### config.mk
export PLATFORM = sky130hd
export DESIGN_NAME = inv_keyexpansion
export DESIGN_NICKNAME = d
export VERILOG_FILES = /design/src/rtl/inv_keyexpansion_pkg.sv /design/src/rtl/inv_keyexpansion_sbox.sv /design/src/rtl/inv_keyexpansion.sv
export SDC_FILE = /design/constraint.sdc
export NUM_CORES = 2
export LEC_CHECK = 0
export BUFFER_PORTS_ARGS = -buffer_cell sky130_fd_sc_hd__buf_2
export CORE_AREA = 3 3 645 647
export DETAILED_ROUTE_END_ITERATION = 8
export DIE_AREA = 0 0 648 650
export GPL_TIMING_DRIVEN = 0
export REMOVE_ABC_BUFFERS = 1
export SYNTH_ARGS = -nofsm -noshare
export SYNTH_HDL_FRONTEND = slang
export SYNTH_SLANG_ARGS = --single-unit
### constraint.sdc
create_clock -name clk -period 10.4 [get_ports clk]
set_input_delay 1.56 -clock clk [delete_from_list [all_inputs] [get_ports clk]]
set_output_delay 1.56 -clock clk [all_outputs]
set_load 0.02 [all_outputs]
### src/rtl/inv_keyexpansion_pkg.sv
// Shared AES-128 key-schedule definitions: sizes, FSM encoding, forward S-box table and Rcon.
package inv_keyexpansion_pkg;

   localparam int NK      = 4;
   localparam int NR      = 10;
   localparam int RK_W    = 128;
   localparam int SCHED_W = 1408;

   localparam logic [3:0] LAST_ROUND = 4'd10;

   typedef enum logic [1:0] {
      ST_IDLE = 2'd0,
      ST_RUN  = 2'd1,
      ST_DONE = 2'd2
   } state_t;

   // Forward S-box, entry 0x00 in the MSBs.
   localparam logic [2047:0] SBOX_TABLE = {
      128'h637c777bf26b6fc53001672bfed7ab76,
      128'hca82c97dfa5947f0add4a2af9ca472c0,
      128'hb7fd9326363ff7cc34a5e5f171d83115,
      128'h04c723c31896059a071280e2eb27b275,
      128'h09832c1a1b6e5aa0523bd6b329e32f84,
      128'h53d100ed20fcb15b6acbbe394a4c58cf,
      128'hd0efaafb434d338545f9027f503c9fa8,
      128'h51a3408f929d38f5bcb6da2110fff3d2,
      128'hcd0c13ec5f974417c4a77e3d645d1973,
      128'h60814fdc222a908846eeb814de5e0bdb,
      128'he0323a0a4906245cc2d3ac629195e479,
      128'he7c8376d8dd54ea96c56f4ea657aae08,
      128'hba78252e1ca6b4c6e8dd741f4bbd8b8a,
      128'h703eb5664803f60e613557b986c11d9e,
      128'he1f8981169d98e949b1e87e9ce5528df,
      128'h8ca1890dbfe6426841992d0fb054bb16
   };

   function automatic logic [7:0] rcon(input logic [3:0] r);
      case (r)
         4'd1:    rcon = 8'h01;
         4'd2:    rcon = 8'h02;
         4'd3:    rcon = 8'h04;
         4'd4:    rcon = 8'h08;
         4'd5:    rcon = 8'h10;
         4'd6:    rcon = 8'h20;
         4'd7:    rcon = 8'h40;
         4'd8:    rcon = 8'h80;
         4'd9:    rcon = 8'h1b;
         4'd10:   rcon = 8'h36;
         default: rcon = 8'h00;
      endcase
   endfunction

endpackage

### src/rtl/inv_keyexpansion_sbox.sv
// 8-bit combinational forward AES S-box.
module inv_keyexpansion_sbox
   import inv_keyexpansion_pkg::*;
(
   input  logic [7:0] byte_val,
   output logic [7:0] sub_val
);

   assign sub_val = SBOX_TABLE[11'd2047 - {byte_val, 3'b000} -: 8];

endmodule

### src/rtl/inv_keyexpansion.sv
// Inverse AES-128 key schedule: regenerates round keys 10..0 from the round-10 key, one per clock,
// streaming each on rk and collecting the full schedule in out.
module inv_keyexpansion
   import inv_keyexpansion_pkg::*;
(
   input  logic                 clk,
   input  logic                 rst,
   input  logic [RK_W-1:0]      key_last,
   input  logic                 start,
   output logic                 rk_valid,
   output logic [3:0]           rk_round,
   output logic [RK_W-1:0]      rk,
   output logic                 finish,
   output logic [SCHED_W-1:0]   out
);

   state_t              state_r, state_next_s;
   logic [3:0]          round_r, round_next_s;
   logic [RK_W-1:0]     key_r, key_next_s, new_key_s;
   logic [RK_W-1:0]     rk_next_s;
   logic [3:0]          rk_round_next_s;
   logic [SCHED_W-1:0]  out_next_s;

   logic [31:0] a_s, b_s, c_s, d_s;
   logic [31:0] a_new_s, b_new_s, c_new_s, d_new_s;
   logic [31:0] rot_s, sub_s;

   assign {a_s, b_s, c_s, d_s} = key_r;

   // Undo the forward XOR chain; d' is w[4r-1], which feeds the SubWord term.
   assign d_new_s   = d_s ^ c_s;
   assign c_new_s   = c_s ^ b_s;
   assign b_new_s   = b_s ^ a_s;
   assign rot_s     = {d_new_s[23:0], d_new_s[31:24]};
   assign a_new_s   = a_s ^ sub_s ^ {rcon(round_r), 24'h000000};
   assign new_key_s = {a_new_s, b_new_s, c_new_s, d_new_s};

   for (genvar g = 0; g < 4; g++) begin : g_subword
      inv_keyexpansion_sbox u_sbox (
         .byte_val (rot_s[31-8*g -: 8]),
         .sub_val  (sub_s[31-8*g -: 8])
      );
   end

   // Next-state, working key, round counter and schedule slot writes.
   always_comb begin
      state_next_s    = state_r;
      round_next_s    = round_r;
      key_next_s      = key_r;
      rk_next_s       = rk;
      rk_round_next_s = rk_round;
      out_next_s      = out;
      case (state_r)
         ST_IDLE, ST_DONE: begin
            if (start) begin
               state_next_s     = ST_RUN;
               round_next_s     = LAST_ROUND;
               key_next_s       = key_last;
               rk_next_s        = key_last;
               rk_round_next_s  = LAST_ROUND;
               out_next_s[RK_W-1:0] = key_last;
            end else begin
               state_next_s = state_r;
            end
         end
         ST_RUN: begin
            // Counter at 0 means round 0 is already out; this cycle only retires the run.
            if (round_r == 4'd0) begin
               state_next_s = ST_DONE;
            end else begin
               state_next_s    = ST_RUN;
               round_next_s    = round_r - 4'd1;
               key_next_s      = new_key_s;
               rk_next_s       = new_key_s;
               rk_round_next_s = round_r - 4'd1;
               for (int i = 0; i < 11; i++) begin
                  out_next_s[SCHED_W-1-RK_W*i -: RK_W] =
                     (i == int'(round_r) - 1) ? new_key_s : out[SCHED_W-1-RK_W*i -: RK_W];
               end
            end
         end
         default: begin
            state_next_s = ST_IDLE;
         end
      endcase
   end

   // State and output registers; valid/finish are decoded from the state being entered.
   always_ff @(posedge clk or negedge rst) begin
      if (!rst) begin
         state_r  <= ST_IDLE;
         round_r  <= 4'd0;
         key_r    <= '0;
         rk       <= '0;
         rk_round <= 4'd0;
         rk_valid <= 1'b0;
         finish   <= 1'b0;
         out      <= '0;
      end else begin
         state_r  <= state_next_s;
         round_r  <= round_next_s;
         key_r    <= key_next_s;
         rk       <= rk_next_s;
         rk_round <= rk_round_next_s;
         rk_valid <= (state_next_s == ST_RUN);
         finish   <= (state_next_s == ST_DONE);
         out      <= out_next_s;
      end
   end

endmodule

==> summary.md <==
| Metric | Value |
|---|---|
| Seq/Total Area, Yosys | `a little over half` |
| Die H | `around 650 um` |
| Synth Area in Adders | `about 1.2%` |
| Clock tree buffer depth | `4` |
| Post-synthesis simple-gate area fraction | `approximately 15%` |
| Area of the multi-input gates | `between 0.03 and 0.04 mm2` |
| Slowest stage cell, crit path | `xor2_1` |
| Post-synth top area share | `a little over half` |
| First-pass GRT wire length | `568000 um` |
| Post-synthesis mux area share | `2.30%` |
| Combinational family with the most area after synthesis | `compound AO/OA/AOI/OAI gates` |
| FF+latch area | `0.0386 mm2` |
| Ys flop type | `dfrtp_1` |
| Initial Util | `about 17%` |
| Core area | `0.410 mm2` |
| CTS sink count | `approximately 1500` |
| Fillers | `44500` |
| Synthesized instance count | `7707` |
| Avg Synthesized Cell Area | `between 9 and 10 um2` |
| Post-synth ARST share | `between 90% and 100%` |
| Post-layout net count | `~9300` |
| I/O pin count | `between 1500 and 2000` |
| Clk_lat worst skew | `about 0.90 ns` |
| WL/cell | `28.8 um` |
| DP Worst Slack | `2.73 ns` |
| DR pass1 iterations | `7` |
| Dpl hpwl | `around 330000 um` |
| Relative slew slack | `under 10%` |
| Post-Synth XOR/XNOR Area | `2.25%` |
| Met2 wire len | `~190000 um` |
| Routed Antenna Nets | `0` |
| Synthesized area | `between 0.07 and 0.08 mm2` |
| Detailed-route via count | `67700` |
| Syn-to-layout area delta | `36.3%` |
| Commonest cells in the netlist | `nand2_1 (1740), dfrtp_1 (1544), o21ai_0 (1529)` |
| Total grt overflow | `0` |
| Final Util | `a little under a quarter` |
| CTS tree | `yes` |
| Most frequent cell on the critical path | `nor3_1` |
| Worst slew pin tran | `1.40 ns` |
| Buf/Inv on CP | `2` |
| Routed WL | `approximately 430000 um` |
| Worst-path fanout max | `26` |
| Yosys reg bits | `1544` |
| RSZ-0062 raised after global routing | `false` |
| Routability congestion estimate | `~0.96` |
| Antenna violations before repair | `between 70 and 80` |
| Inserted Clock Buffers | `between 150 and 200` |
| # hold bufs at CTS | `0` |
| Final worst-path cycle share | `approximately 72%` |
| Uppermost layer routed | `met5` |
| Biggest cell delay along the critical path | `between 1 and 1.5 ns` |
| Critical Path Start Type | `register` |
| Synth Area in Compound Gates | `20.4%` |
| Worst Hold Class | `reg -> reg` |
| Via/cell ratio | `between 4 and 5` |
| Metal3 WL | `between 30000 and 40000 um` |
| Area leader, netlist | `dfrtp_1` |
| Clock Tree Root | `clkbuf_16` |
| DRC | `0` |
| Critical path type | `reg -> reg` |
| Vias in the first global route | `about 63000` |
| Count leader, synth | `nand2_1` |
| Post-synth EDFFs | `0` |
| # Post-CTS Setup Buffers | `0` |
| Synth top area cells | `dfrtp_1 (55%), o21ai_0 (11%), nand2_1 (9.2%)` |
| Pins Over Slew Limit | `0` |
| Share of cells above drive strength 1 | `between 20 and 30%` |
| CP Data Required Time | `approximately 11 ns` |
| Number of port buffers | `roughly 1700` |
| Post-layout min period | `roughly 7.5 ns` |
| Die ar. | `roughly 0.42 mm2` |
| Met1 WL | `174000 um` |
| Status | `finished, final reports clean` |
| GRT Overall Usage | `between 10% and 20%` |
| Cells along the critical path | `xor2_1 > inv_1 > ha_1 > nor3_1 > nor4_1 > a2111o_1 > a21oi_1 > nor3_1 > o2111ai_1 > xor2_2 > buf_6 > o21ai_0` |
| YS warnings | `0` |
| DRT iter0 DRCs | `about 7300` |
| Final worst slack | `approximately 2.9 ns` |
| H-tree depth | `4` |
| Crit-path leading delay family | `XOR/XNOR gates` |
| Worst Path Arrival | `between 8 and 9 ns` |
| Final setup vio count | `0` |
| Setup crit end kind | `register` |
| Post-CTS resize count | `0` |
| Largest net degree at the start of global routing | `roughly 160` |
| Clock-pin slew on the worst setup and hold paths | `0.06 ns` |
| Rows | `about 240` |
| Max Clock Skew | `0.0697 ns` |
| Fmax | `approximately 130 MHz` |
| Final hold violations | `0` |
| Die X | `roughly 650 um` |
| Post-synthesis cell type count | `89` |
| Max_cap viols | `0` |
==> final cells by class <==
class,instances,share of cell area (%)
sequential,1544,40.0
multi-input combinational,5383,31.4
timing repair buffer,1981,14.6
tap,5451,7.07
clock buffer,247,5.41
clock inverter,83,1.15
antenna,87,0.226
inverter,33,0.139
==> state kept, by name (all words and copies together), names as in the netlist <==
register / flops
out: 1408
round_r: 4
finish: 1
key_r: 128
rk_valid: 1
state_r: 2
==> cell families after synthesis <==
kind of cell	after synthesis
adder cells (fa/ha/maj)	67
flip-flops	1544
XOR/XNOR	169
AND/OR/NAND/NOR	2527
multiplexers	133
AO/OA/AOI/OAI	2487
buffers and inverters	780
==> routing by layer <==
metal | GRT usage, % | vias up
li1 | - | 29800
met3 | 5.07 | 720
met5 | 0 | -
met1 | 24.5 | 33700
met2 | 30.8 | 3482
met4 | 8.46 | 8
==> path summary, 6_finish.rpt <==
kind | start | end | slack (ns) | depth (start not counted)
min reg2reg | out[251] | out[251] | 0.47 | 2
max | key_r[56] | out[867] | 2.89 | 12
min | out[251] | out[251] | 0.47 | 2
max reg2reg | key_r[56] | out[867] | 2.89 | 12
min in group asynchronous | rst | key_r[92] | 0.58 | 1
max in group asynchronous | rst | out[756] | 6.03 | 6
==> layout by cell type (no fill, tap or decap), types with 35 or more instances in the layout <==
cell       Yosys  final
clkbuf_8       0     36
a311oi_1      41     41
diode_2        0     87
buf_6         20     37
a21oi_1      302    301
nor2_1       366    358
nand3_1      118    110
a211oi_1      38     38
xnor2_2        4     98
o22ai_1       37     37
dfrtp_1     1544   1544
o21ai_0     1529   1528
o211ai_1      74     74
a31oi_1       74     74
a221oi_1      35     35
buf_16         0     76
mux2_2        91     91
buf_8          0    148
buf_12         0     49
nor3_1       120    117
ha_1          67     67
nand2_1     1740   1740
buf_2         96   1671
o311ai_0      40     40
clkbuf_16      0    185
==> metrics by stage <==
stage | instance area (um2) | hold WS (ns) | TNS [ns] | std cells
2_1_floorplan | 67600 | 0.555 | -1231.88 | 6960
6_report | 96500 | 0.468 | 0 | 14800
4_1_cts | 96200 | 0.434 | 0 | 14700
3_5_place_dp | 89900 | 0.457 | 0 | 14400
5_1_grt | 96400 | 0.485 | 0 | 14800
3_3_place_gp | 82800 | 0.450 | - | 14100
==> worst reg2reg max path, delay by kind of cell (launching register included) <==
family | cells | cell delay [ns]
buffers and inverters | 2 | 1.28
DFF | 1 | 1.10
and+or+nand+nor | 3 | 1.13
AOI/OAI and AO/OA | 4 | 1.47
xor gates and xnor gates | 2 | 1.65
adders and majority gates | 1 | 0.78
Power is not shown: default switching activity piles up to over one toggle a cycle in this logic, so the estimate is an artifact.
